<file path="config.mk">
export PLATFORM = sky130hd
export DESIGN_NAME = traffic_phase_controller
export DESIGN_NICKNAME = d
export VERILOG_FILES = /design/src/rtl/traffic_pkg.sv /design/src/rtl/phase_arbiter.sv /design/src/rtl/traffic_phase_controller.sv
export SDC_FILE = /design/constraint.sdc
export NUM_CORES = 1
export LEC_CHECK = 0
export CAP_MARGIN = 5
export CORE_MARGIN = 5
export CORE_UTILIZATION = 53
export DETAILED_ROUTE_END_ITERATION = 16
export PLACE_DENSITY = 0.79
export SKIP_CTS_REPAIR_TIMING = 1
export SYNTH_ARGS = -nofsm -noshare
export SYNTH_HDL_FRONTEND = slang
export SYNTH_SLANG_ARGS = --single-unit
</file>
<file path="constraint.sdc">
create_clock -name clk -period 3.2 [get_ports clk]
set_clock_uncertainty 0.15 [all_clocks]
set_input_delay 0.96 -clock clk [delete_from_list [all_inputs] [get_ports clk]]
set_output_delay 0.96 -clock clk [all_outputs]
set_load 0.02 [all_outputs]
</file>
<file path="src/rtl/traffic_pkg.sv">
// Shared types and lamp codes for the N-phase intersection controller.
package traffic_pkg;

  typedef enum logic [2:0] {
    ST_ALLRED,
    ST_GREEN,
    ST_YELLOW,
    ST_PREEMPT,
    ST_FLASH
  } state_t;

  localparam logic [2:0] LAMP_RED    = 3'b100;
  localparam logic [2:0] LAMP_YELLOW = 3'b010;
  localparam logic [2:0] LAMP_GREEN  = 3'b001;
  localparam logic [2:0] LAMP_OFF    = 3'b000;

  function automatic int imax(int a, int b);
    return (a > b) ? a : b;
  endfunction

endpackage

</file>
<file path="src/rtl/phase_arbiter.sv">
// Round-robin demand search starting after the given phase, wrapping,
// with that phase itself searched last.
module phase_arbiter #(
  parameter int NUM_PHASES = 4,
  localparam int PW = $clog2(NUM_PHASES)
) (
  input  logic [NUM_PHASES-1:0] demand,
  input  logic [PW-1:0]         active_phase,
  output logic [PW-1:0]         next_phase,
  output logic                  other_demand
);

  logic [PW-1:0] idx;

  always_comb begin
    next_phase   = active_phase;
    other_demand = 1'b0;
    idx          = '0;
    // Walk farthest-first so the nearest requester wins.
    for (int k = NUM_PHASES; k >= 1; k--) begin
      idx = PW'((int'(active_phase) + k) % NUM_PHASES);
      if (demand[idx]) next_phase = idx;
    end
    for (int i = 0; i < NUM_PHASES; i++) begin
      if (demand[i] && (PW'(i) != active_phase)) other_demand = 1'b1;
    end
  end

endmodule

</file>
<file path="src/rtl/traffic_phase_controller.sv">
// N-phase demand-actuated signal controller with preemption and flash.
module traffic_phase_controller
  import traffic_pkg::*;
#(
  parameter int NUM_PHASES = 4,
  parameter int GREEN_T    = 7,
  parameter int YELLOW_T   = 3,
  parameter int ALLRED_T   = 1,
  parameter int FLASH_T    = 4,
  localparam int PW = $clog2(NUM_PHASES)
) (
  input  logic                    clk,
  input  logic                    rst,
  input  logic                    en,
  input  logic [NUM_PHASES-1:0]   demand,
  input  logic                    preempt_req,
  input  logic [PW-1:0]           preempt_phase,
  output logic [3*NUM_PHASES-1:0] lights,
  output logic [PW-1:0]           active_phase,
  output logic                    preempt_ack
);

  localparam int TMAX = imax(imax(GREEN_T, YELLOW_T),
                             imax(ALLRED_T, FLASH_T));
  localparam int TW = $clog2(TMAX + 1);

  localparam logic [TW-1:0] T_GREEN  = TW'(GREEN_T);
  localparam logic [TW-1:0] T_YELLOW = TW'(YELLOW_T);
  localparam logic [TW-1:0] T_ALLRED = TW'(ALLRED_T);
  localparam logic [TW-1:0] T_FLASH  = TW'(FLASH_T);
  localparam logic [PW:0]   NP_W     = (PW+1)'(NUM_PHASES);

  state_t                  state_q, state_d;
  logic [TW-1:0]           timer_q, timer_d;
  logic [PW-1:0]           active_q, active_d;
  logic                    fresh_q, fresh_d;
  logic                    flash_red_q, flash_red_d;
  logic [3*NUM_PHASES-1:0] lights_q, lights_d;
  logic                    ack_q, ack_d;

  logic          pp_valid;
  logic          expire;
  logic [PW-1:0] arb_base;
  logic [PW-1:0] next_phase;
  logic          other_demand;

  // Until some phase has held green, the search begins at phase 0.
  assign arb_base = fresh_q ? PW'(NUM_PHASES - 1) : active_q;

  phase_arbiter #(
    .NUM_PHASES(NUM_PHASES)
  ) u_arb (
    .demand      (demand),
    .active_phase(arb_base),
    .next_phase  (next_phase),
    .other_demand(other_demand)
  );

  assign pp_valid = preempt_req &&
                    ({1'b0, preempt_phase} < NP_W);
  assign expire   = (timer_q <= TW'(1));

  always_comb begin
    state_d     = state_q;
    timer_d     = (timer_q != '0) ? timer_q - TW'(1) : '0;
    active_d    = active_q;
    fresh_d     = fresh_q;
    flash_red_d = flash_red_q;
    if (!en) begin
      state_d = ST_FLASH;
      if (state_q != ST_FLASH) begin
        timer_d     = T_FLASH;
        flash_red_d = 1'b1;
      end else if (expire) begin
        timer_d     = T_FLASH;
        flash_red_d = ~flash_red_q;
      end
    end else begin
      unique case (state_q)
        ST_FLASH: begin
          state_d = ST_ALLRED;
          timer_d = T_ALLRED;
        end
        ST_ALLRED: begin
          if (expire) begin
            fresh_d = 1'b0;
            if (pp_valid) begin
              state_d  = ST_PREEMPT;
              active_d = preempt_phase;
              timer_d  = '0;
            end else begin
              state_d = ST_GREEN;
              timer_d = T_GREEN;
              if (|demand) active_d = next_phase;
            end
          end
        end
        ST_GREEN: begin
          if (pp_valid && (preempt_phase != active_q)) begin
            state_d = ST_YELLOW;
            timer_d = T_YELLOW;
          end else if (pp_valid) begin
            state_d = ST_PREEMPT;
            timer_d = '0;
          end else if (expire && other_demand) begin
            state_d = ST_YELLOW;
            timer_d = T_YELLOW;
          end
        end
        ST_YELLOW: begin
          if (expire) begin
            state_d = ST_ALLRED;
            timer_d = T_ALLRED;
          end
        end
        ST_PREEMPT: begin
          if (!preempt_req) begin
            state_d = ST_YELLOW;
            timer_d = T_YELLOW;
          end
        end
        default: begin
          state_d = ST_ALLRED;
          timer_d = T_ALLRED;
        end
      endcase
    end

    ack_d    = (state_d == ST_PREEMPT);
    lights_d = '0;
    for (int i = 0; i < NUM_PHASES; i++) begin
      lights_d[3*i +: 3] = LAMP_RED;
      if (state_d == ST_FLASH) begin
        lights_d[3*i +: 3] = flash_red_d ? LAMP_RED : LAMP_OFF;
      end else if (PW'(i) == active_d) begin
        if (state_d == ST_GREEN || state_d == ST_PREEMPT)
          lights_d[3*i +: 3] = LAMP_GREEN;
        else if (state_d == ST_YELLOW)
          lights_d[3*i +: 3] = LAMP_YELLOW;
      end
    end
  end

  always_ff @(posedge clk or negedge rst) begin
    if (!rst) begin
      state_q     <= ST_ALLRED;
      timer_q     <= T_ALLRED;
      active_q    <= '0;
      fresh_q     <= 1'b1;
      flash_red_q <= 1'b1;
      lights_q    <= {NUM_PHASES{LAMP_RED}};
      ack_q       <= 1'b0;
    end else begin
      state_q     <= state_d;
      timer_q     <= timer_d;
      active_q    <= active_d;
      fresh_q     <= fresh_d;
      flash_red_q <= flash_red_d;
      lights_q    <= lights_d;
      ack_q       <= ack_d;
    end
  end

  assign lights       = lights_q;
  assign active_phase = active_q;
  assign preempt_ack  = ack_q;

endmodule

</file>
==> metrics.cfg <==
[detailed_routing]
post_drt_wl_per_cell_microns = 15.37
drtAntennaViolNets = 0
first_iter_violations = 156
via_per_inst = 6.113
firstDrtPassIters = 4
routed_wl_microns = 3657
drc = 0
vias = 1455

[global_routing]
grt_first_pass_wirelength_microns = 6575
grt_usage_pct = 19.53
grt_max_degree = 24
grt_pass1_vias = 1415
grt_antenna_before_repair = 0
gr-total-overflow = 0

[pwr]
pwr-share-seq_pct = 37.8
leakage_nw = 0.8059
switching_share_pct = 41.79
ir_worst_vdd_mv = 0.5797
intPower_uw = 662.9
powerDensity_nw_per_um2 = 614.2
pwr-share-clk_pct = 11.1
combinationalPowerShare_pct = 51.2
p_sw_uw = 475.9

[clock_tree]
clock-root-buffer = clkbuf_4
tritoncts = yes
cts_inserted_buffers = 3
clock-sinks = 23
clock_latency_ns = 0.30
htree_levels = 1
path_clk_slew_ns = 0.11
clock_path_buffers = 2

[layout]
final_nets = 220
area_growth_pct = 22.89
layout_common_cells = clkdlybuf4s50_1 (24), dfrtp_1 (16), buf_4 (15)
n_antenna_cell = 0
layout-drive-gt1-share_pct = 14.98
stdcell_count = 238
layout_commonest_cell = clkdlybuf4s50_1

[placed_design]
gp_congestion = 0.8366
post-place-ws_ns = -0.09457
dp.cells = 234
io_buffers = 24
hpwl_microns = 2800

[yosys]
avgSynthCellArea_sq_um = 8.574
async_flop_share_pct = 100.0
synth_seq_cells = 23
synth_area_sq_um = 1509
synth-edff-count = 0
ys.flop_type = dfrtp_1
ys_seq_area_share_pct = 38.72
ys_warn_count = 0
synth_nets = 188
synth_cell_types = 50
syn_inst = 176

[critical_path]
cp-end-kind = flop
critical_path_class = in2reg
ff2ff_setup_slack_ns = 0.70
cp_data_required_time_ns = 3.26
cp-start-kind = input port
worstPathMaxFanout = 7
crit_slowest_cell = clkdlybuf4s50_1
regToRegEndpoint = lights[4]
crit_chain = clkdlybuf4s50_1, or2_4, a221oi_2, o21ai_1, a2111oi_0, or4_4, inv_2, nor4_1
cp.arrival_ns = 3.07
path_delay_family = simple AND/OR/NAND/NOR gates
cp.buffers_inverters = 2
cpPeakStageDelay_ns = 0.47
timing.rr.start = active_phase[1]
reg2regPathDepth = 7

[floorplan]
rows = 19
start_util_pct = 55.19
core_sq_um = 2734
io_pins = 25
dieArea_sq_um = 4014
fp.dieW_microns = 63.36
die_h_microns = 63.36

[sta]
worst_slew_pin_slew_ns = 0.5401
finalMaxSlewViolations = 0
hold_viol = 0
rsz0062_at_grt = no
post-route-period-util_pct = 94.26
whs_ns = 0.3966
setup_viol = 0
setup_ws_ns = 0.1838
fmax_mhz = 331.5
min_period_ns = 3.016
slew_headroom_pct = 63.71

[outcome]
status = finished, final reports clean

[min_path]
hold_end = flash_red_q
hold_path.class = reg2reg
hold_depth = 2
holdCritStartpoint = flash_red_q

[job]
drv_cap = 0

cell usage after synthesis (3+ instances only):
library cell  number  share of area [%]
a21oi_1           13                4.3
a31oi_1           10                4.1
buf_4              3                1.5
clkbuf_1           6                1.5
dfrtp_1           16                 27
dfstp_2            7                 12
inv_1             11                2.7
nand2_1            9                2.2
nand2b_1           3                1.2
nand3_1            3               0.99
nor2_1            14                3.5
nor3_1            11                3.6
nor4_1             5                2.1
o21ai_0            9                3.0
o22ai_1            3                1.2
o31ai_1            4                2.0
xnor2_1            3                1.7
layer usage:
| layer | up-vias | GRT usage, % | wire length (microns) |
|---|---|---|---|
| met4 | 0 | 3.636 | 22 |
| met3 | 4 | 4.085 | 172 |
| met5 | - | 0 | 0 |
| li1 | 707 | - | - |
| met2 | 41 | 32.87 | 1846 |
| met1 | 703 | 25.96 | 1615 |
worst max path at each step:
stage          startpoint          to  slack [ns]  cells after the start
3_3_place_gp    demand[3]   lights[7]       -0.05                      7
5_1_grt         demand[3]   lights[4]       0.003                      8
2_1_floorplan          en  lights[10]        0.41                      8
3_5_place_dp    demand[3]   lights[4]       -0.09                      8
4_1_cts         demand[3]   lights[4]        0.21                      8
6_report        demand[3]   lights[4]        0.18                      8
metrics by stage:
step | power, mW | util [%] | TNS [ns] | area [sq um]
2_1_floorplan | 0.8525 | - | 0 | 1509
3_3_place_gp | 0.9871 | 66.87 | -0.2075 | 1828
3_5_place_dp | 1.012 | 66.87 | -0.6598 | 1828
4_1_cts | 1.141 | 67.83 | 0 | 1854
5_1_grt | 1.236 | 67.83 | 0 | 1854
6_report | 1.139 | 67.83 | 0 | 1854
layout make-up:
| class | instances | area, sq um |
|---|---|---|
| repair buffers | 39 | 352.8 |
| multi-input cells | 129 | 807.0 |
| well taps | 31 | 38.79 |
| flip-flops and latches | 23 | 584.3 |
| fillers | 217 | 879.6 |
| inverters | 12 | 45.04 |
| clock buffers | 4 | 26.28 |
cells by family after synthesis:
family / after synthesis / share of synthesized area (%)
AOI/OAI and AO/OA: 61 / 27.03
xor gates and xnor gates: 3 / 1.742
adders and majority gates: 2 / 1.658
buffers and inverters: 24 / 7.794
DFF: 23 / 38.72
muxes: 2 / 1.327
and+or+nand+nor: 61 / 21.73
sequential cells by signal, summed over array words and instances (netlist names):
name and count:
state_q 3, timer_q 3, preempt_ack 1, active_phase 2, lights 12, fresh_q 1
flash_red_q 1
tightest hold or removal path, cell delays in order, from the launching register on:
cell     delay, ns
dfstp_2       0.39
inv_1         0.08
a32oi_1       0.08
power groups by stage:
stage | combinational [mW] | clock (mW) | sequential (mW)
after floorplan | 0.427 | 0 | 0.426
after global placement | 0.557 | 0 | 0.430
after detailed placement | 0.577 | 0 | 0.436
after CTS | 0.581 | 0.130 | 0.430
after global routing | 0.645 | 0.149 | 0.443
final | 0.583 | 0.126 | 0.430
Note: power is estimated with default switching activity, not from simulation.
